**src/rtl/sigma_delta_audio.sv**
```systemverilog
// sigma_delta_audio: 10-bit unsigned audio sample -> 1-bit second-order
// sigma-delta pulse-density stream. An optional DC-blocking high-pass stage
// sits in front of the modulator and is built only when AUDIO_DC_BLOCK_EN is
// defined; otherwise samples pass straight to the modulator with 1-cycle latency.
module sigma_delta_audio #(
  parameter int unsigned IN_W     = 10,
  parameter int unsigned DC_SHIFT = 10,
  parameter int unsigned INT_W    = IN_W + 4
) (
  input  logic            clk_sys,
  input  logic            reset,
  input  logic            in_valid,
  input  logic [IN_W-1:0] in_sample,
  output logic            in_ready,
  input  logic            mute,
  output logic            overrun,
  output logic            out_bit
);

  localparam int unsigned SUM_W = INT_W + 2;
  localparam logic signed [SUM_W-1:0] FB_MAG  = SUM_W'(2 ** (IN_W - 1));
  localparam logic signed [SUM_W-1:0] INT_MAX = SUM_W'((2 ** (INT_W - 1)) - 1);
  localparam logic signed [SUM_W-1:0] INT_MIN = -INT_MAX - SUM_W'(1);

  // Reject parameterisations the datapath cannot represent
  if (IN_W < 2 || DC_SHIFT < 1 || INT_W < IN_W + 2) begin : g_bad_params
    $error("sigma_delta_audio: unsupported parameter set");
  end

  // Offset-binary to two's complement: subtracting mid-scale flips the MSB
  logic signed [IN_W-1:0] x_s_c;
  assign x_s_c = {~in_sample[IN_W-1], in_sample[IN_W-2:0]};

  logic signed [IN_W-1:0] mod_in;

`ifdef AUDIO_DC_BLOCK_EN
  localparam int unsigned ACC_W = IN_W + DC_SHIFT;

  typedef enum logic [1:0] {S_IDLE, S_DIFF, S_UPDATE} state_t;
  state_t state, state_next;

  logic signed [IN_W-1:0]  x_q;
  logic signed [IN_W:0]    diff_q;
  logic signed [IN_W:0]    diff_c;
  logic signed [ACC_W-1:0] dc_acc;
  logic signed [IN_W-1:0]  dc_int_c;
  logic signed [IN_W-1:0]  y_c;
  logic                    accept_c;

  // Integer part of the DC estimate and the high-pass difference
  assign dc_int_c = dc_acc[ACC_W-1:DC_SHIFT];
  assign diff_c   = (IN_W+1)'(x_q) - (IN_W+1)'(dc_int_c);

  // Clamp the (IN_W+1)-bit difference back into the signed sample range
  always_comb begin
    y_c = diff_q[IN_W-1:0];
    if (diff_q[IN_W] != diff_q[IN_W-1]) begin
      y_c = diff_q[IN_W] ? {1'b1, {(IN_W-1){1'b0}}} : {1'b0, {(IN_W-1){1'b1}}};
    end
  end

  // FSM state register
  always_ff @(posedge clk_sys) begin
    if (reset) state <= S_IDLE;
    else       state <= state_next;
  end

  // FSM next-state: accept in IDLE, then one cycle each for DIFF and UPDATE
  always_comb begin
    state_next = state;
    accept_c   = 1'b0;
    case (state)
      S_IDLE: begin
        if (in_valid) begin
          accept_c   = 1'b1;
          state_next = S_DIFF;
        end
      end
      S_DIFF:   state_next = S_UPDATE;
      S_UPDATE: state_next = S_IDLE;
      default:  state_next = S_IDLE;
    endcase
  end

  // DC-blocker datapath, handshake and sticky overrun flag
  always_ff @(posedge clk_sys) begin
    if (reset) begin
      x_q      <= '0;
      diff_q   <= '0;
      dc_acc   <= '0;
      mod_in   <= '0;
      in_ready <= 1'b1;
      overrun  <= 1'b0;
    end else begin
      in_ready <= (state_next == S_IDLE);
      if (in_valid && !in_ready) overrun <= 1'b1;
      if (accept_c) x_q <= x_s_c;
      if (state == S_DIFF) diff_q <= diff_c;
      if (state == S_UPDATE) begin
        dc_acc <= dc_acc + ACC_W'(diff_q);
        mod_in <= y_c;
      end
    end
  end
`else
  assign in_ready = 1'b1;
  assign overrun  = 1'b0;

  // Pass-through: register the converted sample whenever it is offered
  always_ff @(posedge clk_sys) begin
    if (reset)         mod_in <= '0;
    else if (in_valid) mod_in <= x_s_c;
  end
`endif

  // Clamp a wide sum to the signed integrator range
  function automatic logic signed [INT_W-1:0] sat_int(input logic signed [SUM_W-1:0] v);
    if (v > INT_MAX)      return INT_MAX[INT_W-1:0];
    else if (v < INT_MIN) return INT_MIN[INT_W-1:0];
    else                  return v[INT_W-1:0];
  endfunction

  logic signed [IN_W-1:0]  m_c;
  logic signed [SUM_W-1:0] fb_c;
  logic signed [INT_W-1:0] int1, int2;
  logic signed [INT_W-1:0] int1_next_c, int2_next_c;

  // Second-order loop: both integrators see the previous output as feedback
  assign m_c         = mute ? '0 : mod_in;
  assign fb_c        = out_bit ? FB_MAG : -FB_MAG;
  assign int1_next_c = sat_int(SUM_W'(int1) + SUM_W'(m_c) - fb_c);
  assign int2_next_c = sat_int(SUM_W'(int2) + SUM_W'(int1) - fb_c);

  // Modulator state, updated every clock
  always_ff @(posedge clk_sys) begin
    if (reset) begin
      int1    <= '0;
      int2    <= '0;
      out_bit <= 1'b0;
    end else begin
      int1    <= int1_next_c;
      int2    <= int2_next_c;
      out_bit <= ~int2_next_c[INT_W-1];
    end
  end

endmodule
```
**config.mk**
```make
export PLATFORM = sky130hd
export DESIGN_NAME = sigma_delta_audio
export DESIGN_NICKNAME = d
export VERILOG_FILES = /design/src/rtl/sigma_delta_audio.sv
export SDC_FILE = /design/constraint.sdc
export NUM_CORES = 1
export LEC_CHECK = 0
export CAP_MARGIN = 0
export CORE_MARGIN = 3
export CORE_UTILIZATION = 45
export DETAILED_ROUTE_END_ITERATION = 10
export REMOVE_ABC_BUFFERS = 1
export SYNTH_ARGS = -nofsm -noshare
export SYNTH_HDL_FRONTEND = slang
export SYNTH_SLANG_ARGS = --single-unit
```
**constraint.sdc**
```tcl
create_clock -name clk_sys -period 3.7 [get_ports clk_sys]
set_clock_uncertainty 0.15 [all_clocks]
set_input_delay 0.37 -clock clk_sys [delete_from_list [all_inputs] [get_ports clk_sys]]
set_output_delay 0.37 -clock clk_sys [all_outputs]
set_load 0.05 [all_outputs]
```
-- Word level (Yosys, flattened, before mapping)
Index checks and enable logic that the tools add are counted.
- bits in registers: 39
- output and inout bits: 3
- logic and storage cells: 22
- add/sub/neg operators: 4
- $lt $le $gt $ge: 4
- mux-type cells: 6
- bitwise gates (word level): 2
- reduce and logical (&&, ||, !) cells: 1
- operator list (cell ; count):
    $mux 14 ; 3
    $gt 16x14->1 const B ; 2
    $lt 16x14->1 const B ; 2
    $sub 15x16->16 ; 2
    $mux 16 ; 1
    $add 14x10->15 ; 1
    $add 14x14->15 ; 1
    $mux 13 ; 1
    $mux 10 ; 1
    $not 1->1 ; 2
    $reduce_or 2->1 ; 1

-- Logic depth before layout (Yosys ltp)
- depth in word-level cells: 6
- mapped depth: 13
- mapped depth without buffers: 12

-- Worst setup path after synthesis
Ideal clock, no wire load.
- path kind: reg-to-reg
- start point: register out_bit
- end point: register int1[2]
- arrival: 3.486 ns
- required time: 3.410 ns
- slack: -0.076 ns
- cell stages (with the launch flop): 13
- buffers on the path: 1
- clock period less this slack: 3.776 ns
- cells stage by stage: dfxtp_1 > inv_1 > fa_1 > inv_1 > ha_1 > and2_1 > a32o_1 > nor3b_1 > o21ai_0 > a41o_2 > o211ai_1 > buf_4 > o41ai_1
- word-level cells in the longest chain between the ends: 5
- ends and longest elaborated chain (item ; line ; RTL):
    start, declared ; 17 ; output logic out_bit
    start signal, assigned ; 143 ; out_bit <= ~int2_next_c[INT_W-1];
    $mux 16 (*) ; 130 ; assign fb_c = out_bit ? FB_MAG : -FB_MAG;
    $sub 15x16->16 (*) ; 131 ; assign int1_next_c = sat_int(SUM_W'(int1) + SUM_W'(m_c) - fb_c);
    $lt 16x14->1 ; 119 ; else if (v < INT_MIN) return INT_MIN[INT_W-1:0];
    $mux 14 ; 119 ;
    $mux 13 (*) ; 118 ; if (v > INT_MAX) return INT_MAX[INT_W-1:0];
    end signal, assigned ; 141 ; int1 <= int1_next_c;
    end, declared ; 125 ; logic signed [INT_W-1:0] int1, int2;
Mark *: on every way between the ends. The rest lies on a longest branch, timed or not.
A chain may end at the register's enable or synchronous reset.

-- Worst setup path in the final report
- start point: input mute
- end point: register int1[4]
- word-level cells in the longest chain between the ends: 6
- ends and longest elaborated chain (item ; line ; RTL):
    start, declared ; 15 ; input logic mute,
    $mux 10 (*) ; 129 ; assign m_c = mute ? '0 : mod_in;
    $add 14x10->15 (*) ; 131 ;
    $sub 15x16->16 (*) ; 131 ;
    $lt 16x14->1 ; 119 ;
    $mux 14 ; 119 ;
    $mux 13 (*) ; 118 ;
Marked as above.

==> results by group <==
Run status
  • Status: completed

GRT
  • Antenna violations before repair: 0
  • Grt total ovfl: 0
  • Vias in the first global route: 2,837
  • Total track usage: 18.3%
  • Pin count of the biggest net entering global routing: 25
  • First-pass GRT wire length: 13,100 um

Synthesis
  • Synth cell types: 65
  • Number of synthesis warnings: 0
  • Post-synthesis simple-gate area fraction: 13.1%
  • Syn_area_per_cell: 8.42 um2
  • Register area share after synthesis: 22.1%
  • Synth Area in Adders: 21.5%
  • Post-synth EDFFs: 0
  • Syn Inst Count: 420
  • Post-Synth XOR/XNOR Area: 6.12%
  • Ys flop type: dfxtp_1
  • Number of synthesized register bits: 39
  • Fraction of synthesized area in multiplexers: 2.55%
  • Compound-cell area share of the yosys netlist: 25.4%
  • Largest family of logic cells by synthesized area: compound AO/OA/AOI/OAI gates
  • Ys async rst share: 0%
  • Mapped Area: 3540 um2

Die
  • # rows: 31
  • Die X: 94.6 um
  • DIE HEIGHT: 94.6 um
  • Die area: 8960 um2
  • Initial cell density of the core: 47.5%
  • Core Area: 7450 um2
  • I/O pin total: 17

Critical path
  • CP Max Fanout: 13
  • Critical Path Slowest Stage Cell: clkdlybuf4s50_1
  • R2r endpoint: int2[6]
  • Crit path kind: in2reg
  • CP Launch Type: input pin
  • Crit-path cells: clkdlybuf4s50_1, buf_4, nand2b_1, ha_1, inv_1, ha_1, a2111oi_4, nor3_2, or2_4, a221oi_4, a21oi_2, buf_12, o41ai_1
  • Reg-to-reg slack, setup: 0.51 ns
  • Worst path most repeated cell: ha_1
  • Register-to-Register Path Depth: 11
  • R2R Path Start: out_bit
  • Crit-path max cell delay: 0.49 ns
  • Critical Path AT: 3.45 ns
  • CP Data Required Time: 3.75 ns
  • Critical Path End Type: flip-flop

Clock tree
  • Htree depth: 2
  • CTS buffer count: 5
  • Clock Latency Late Sink: 0.30 ns
  • Cts-stage hold buffer count: 0
  • Clock sinks: 39
  • Post-CTS sizing: 0
  • Reg clk slew, reported paths: 0.08 ns
  • Clock tree root driver cell: clkbuf_8
  • Setup Fix Bufs, Post-CTS: 0
  • CTS tree: built
  • CTS max path bufs: 2

Timing
  • Tcrit/Tclk final: 92.1%
  • Max Slew Vio Count: 0
  • RSZ-0062 raised after global routing: no
  • Peak Freq: 0.294 GHz
  • Worst rel slew slack: 60.0%
  • Hold Violations, Final: 0
  • Final min period: 3.41 ns
  • Slew @ Worst Pin: 0.598 ns
  • Final setup fails: 0

Detailed routing
  • Total Wirelength: 7420 um
  • Initial DRT Pass Iterations: 4
  • Initial DRC count: 127
  • Vias: 2,878
  • Routed Antenna Nets: 0
  • Via density: 5.23
  • Drc violations: 0
  • Routed len/inst: 13.5 um

Cells and area
  • Ant diodes: 0
  • Final instance count without filler cells: 550
  • Fraction of layout cells with a size suffix above 1: 11.8%
  • Fill cells: 744
  • Final net count: 521
  • P&R area growth vs syn: 13.9%

Place
  • Dpl hpwl: 6110 um
  • Post-Place Cells: 543
  • GPL Wtd Cong: 0.861
  • I/O Buffers: 14

Min path
  • Hold path depth: 2
  • Worst hold path type: reg2reg
  • Hold path endpoint: mod_in[0]
  • Hold_sp: mod_in[0]

Run
  • MaxCap Viol Count: 0
[cell usage after synthesis, types with 5 or more instances]
master / n / area, um2
a21o_1: 10 / 75.1
nor3_1: 5 / 25.0
ha_1: 48 / 601
xor2_1: 7 / 61.3
nor2_1: 27 / 101
o31ai_1: 5 / 37.5
o21ai_0: 25 / 125
mux2i_1: 9 / 90.1
o31ai_2: 8 / 100
xnor2_1: 14 / 123
nor2b_1: 8 / 50.1
nand2_1: 17 / 63.8
a21oi_1: 30 / 150
nand2b_1: 11 / 68.8
dfxtp_1: 39 / 781
fa_1: 8 / 160
o21a_1: 5 / 37.5
a31oi_1: 9 / 56.3
inv_1: 65 / 244
and2_1: 6 / 37.5
[flip-flops by register name, indices dropped and copies added, names as in the netlist]
signal,cells
mod_in,10
out_bit,1
int1,14
int2,14
[per-layer routing]
| metal | part of all wire, % | up-vias | track usage [%] |
|---|---|---|---|
| li1 | - | 1507 | - |
| met1 | 48 | 1326 | 24.0 |
| met2 | 49 | 38 | 31.9 |
| met3 | 2.6 | 7 | 2.71 |
| met4 | 0.96 | 0 | 3.49 |
| met5 | 0 | - | 0 |
[kinds of logic (layout without fill, tap and decap cells)]
kind of cell,after synthesis,after routing
simple gates,89,89
xor+xnor,23,23
mux,9,9
other cells,2,2
compound gates,123,123
flops,39,39
buf+inv,79,110
fa+ha+maj,56,56
[per-stage QoR]
stage                     area, um2  setup TNS, ns  util [%]  hold slack (ns)  setup WS, ns
after floorplan                3470          -4.75         -            0.289        -0.405
after global placement         3920              0      52.7            0.329        0.0403
after detailed placement       3920        -0.0349      52.7            0.334       -0.0233
after CTS                      4030              0      54.1            0.347         0.290
after global routing           4030              0      54.1            0.378        0.0900
final                          4030              0      54.1            0.347         0.294
[cells in the final DEF, fill, tap and decap left out, types with 10 or more instances in the layout]
cell type        Yosys  layout
nand2_1             17      17
inv_1               65      65
nor2_1              27      27
ha_1                48      48
xnor2_1             14      14
a21o_1              10      10
dfxtp_1             39      39
buf_4                3      20
a21oi_1             30      30
clkdlybuf4s50_1      0      14
o21ai_0             25      25
nand2b_1            11      11
[worst max-delay path by stage]
stage	start	slack (ns)	end
final	mute	0.29	int1[4]
after global routing	mute	0.09	int1[0]
after CTS	mute	0.29	int1[4]
after detailed placement	mute	-0.02	int1[4]
after global placement	mute	0.04	int1[0]
after floorplan	out_bit	-0.41	int1[0]
[critical path: cells and delay by family]
family,cells,cell delay [ns]
buffers and inverters,4,0.88
adder cells (fa/ha/maj),2,0.63
AND/OR/NAND/NOR,3,0.53
AO/OA/AOI/OAI,4,1.04
[cell type report]
class / instances / area (um2) / share of cell area [%]
timing repair buffer: 36 / 330 / 8.20
clock inverter: 2 / 37.5 / 0.932
tap: 99 / 124 / 3.07
sequential: 39 / 781 / 19.4
clock buffer: 5 / 68.8 / 1.71
multi-input combinational: 302 / 2440 / 60.5
inverter: 67 / 251 / 6.24
Power is left out: the tool's default activity adds up to more than one toggle a clock period on the data nets, which glitch-free logic cannot reach.
==> RTL change (same flow settings) <==
Build with the macro `AUDIO_DC_BLOCK_EN` defined.
--- a/src/rtl/sigma_delta_audio.sv
+++ b/src/rtl/sigma_delta_audio.sv
@@ -3,4 +3,6 @@
 // sits in front of the modulator and is built only when AUDIO_DC_BLOCK_EN is
 // defined; otherwise samples pass straight to the modulator with 1-cycle latency.
+`define AUDIO_DC_BLOCK_EN
+
 module sigma_delta_audio #(
   parameter int unsigned IN_W     = 10,
Function: changed (Yosys sat finds a counterexample within 4 cycles, from zero or initial values and one cycle with reset high).
==> RTL change against the unedited design <==
  * Critical path depth unchanged
  * Cell area grew 75%
  * Wire length grew 91%
  * Hold slack got worse by 0.042 ns
  * Sequential cell count up 45
  * Worst setup slack got worse by 0.080 ns
  * Area after synthesis increased by 76%
==> RTL change: results (changes against the unedited design) <==
[routing]
drt-initial-drc-count = 273  ; was 127
vias = 5208  ; was 2,878
wirelength_um = 14200  ; was 7420 µm

[grt]
use_met3 = 0.0450  ; was 0.0271
grt_first_pass_wirelength_um = 24400  ; was 13,100 µm
grt_use_met2 = 0.376  ; was 0.319
use_met1 = 0.223  ; was 0.240
grt_pass1_vias = 5305  ; was 2,837
grt_max_degree = 67  ; was 25
grtUsageTotal = 0.201  ; was 0.183

[status]
status = completed  ; unchanged

[yosys]
synth_cell_types = 69  ; was 65
ys_top_cells_by_count = 96 x inv_1, 84 x dfxtp_1, 79 x ha_1  ; was 65 x inv_1, 48 x ha_1, 39 x dfxtp_1
ys_seq_area_frac = 0.270  ; was 0.221
synth_area_leaders = dfxtp_1 27%, ha_1 16%, inv_1 5.8%  ; was dfxtp_1 22%, ha_1 17%, inv_1 6.9%
avgSynthCellArea_um2 = 8.15  ; was 8.42 µm²

[finish]
reg_top3 = dc_acc (20), int1 (14), int2 (14)  ; was int1 (14), int2 (14), mod_in (10)
n_fill_cell = 1294  ; was 744
drive_above_1_share = 0.102  ; was 0.118
final_nets = 894  ; was 521
final_cells = 972  ; was 550

[sta]
slew_headroom = 0.412  ; was 0.600

[critical_path]
slowest_delay_ns = 0.54  ; was 0.49 ns
cp_data_arrival_time_ns = 3.61  ; was 3.45 ns
cp_max_fo = 6  ; was 13
slowest_stage = fa_1  ; was clkdlybuf4s50_1

[placed_design]
port-buffer-count = 16  ; was 14
dpl_cell_area_um2 = 6690  ; was 3920 µm²
dpl_worst_slack_ns = -0.286  ; was -0.0233 ns
place_hpwl_um = 10800  ; was 6110 µm
place_congestion = 0.890  ; was 0.861

[power]
total_power_w = 0.00728
vdd_drop_max_v = 0.000465

[cts]
cts_root_buf = clkbuf_16  ; was clkbuf_8
clkLatencyLatePin_ns = 0.35  ; was 0.30 ns
clkSlewWorstSetupHoldPaths_ns = 0.07
numCtsBuffers = 9  ; was 5
h-tree-depth = 3  ; was 2

[worst_hold_path]
min-delay-start = mod_in[1]  ; was mod_in[0]
hold_class = reg -> reg  ; unchanged

==> RTL change: cell count changes after synthesis, sizes merged, moves of 10 or more <==
cell and delta:
nor2 +13, xor2 +10, a21oi +37, o21ai +20
inv +30, ha +31, nand2 +56, nand2b +16
dfxtp +45, nand3 +13, a211oi +17, clkbuf +13
==> RTL change: kinds of logic after synthesis <==
logic type / Yosys count / share of synthesized area
adders and majority gates: 89 / 0.191
AOI/OAI and AO/OA: 210 / 0.228
buffers and inverters: 122 / 0.0796
and+or+nand+nor: 217 / 0.171
xor gates and xnor gates: 40 / 0.0575
muxes: 2 / 0.00342
DFF: 84 / 0.270
==> RTL change: path summary, 6_finish.rpt <==
path                     to  slack, ns  cells after the start
setup / recovery   int2[10]       0.21                     13
hold / removal    mod_in[1]       0.30                      2
setup reg to reg   int2[10]       0.21                     13
hold reg to reg   mod_in[1]       0.30                      2
==> RTL change: area by class of cell <==
type                       instances  area share
timing repair buffer              42      0.0537
tap                              176      0.0313
sequential                        84       0.240
inverter                          96      0.0512
clock buffer                       9      0.0320
clock inverter                     7      0.0119
multi-input combinational        558       0.580
==> RTL change: timing repair <==
item	CTS	global route
pin swaps	0	1
setup endpoints to repair	4	24
setup buffers	0	0
endpoints found under the hold margin	0	0
resized for setup	2	6
==> RTL change: worst min-delay path, cell delays in order (launching register included) <==
cell and delay (ns):
dfxtp_1 0.31, nand2_1 0.05, a21oi_1 0.05
==> RTL change: metal layers <==
| layer | part of all wire | wire, µm |
|---|---|---|
| met1 | 0.44 | 6220 |
| met2 | 0.51 | 7300 |
| met3 | 0.024 | 345 |
| met4 | 0.023 | 333 |
| met5 | 0 | 0 |
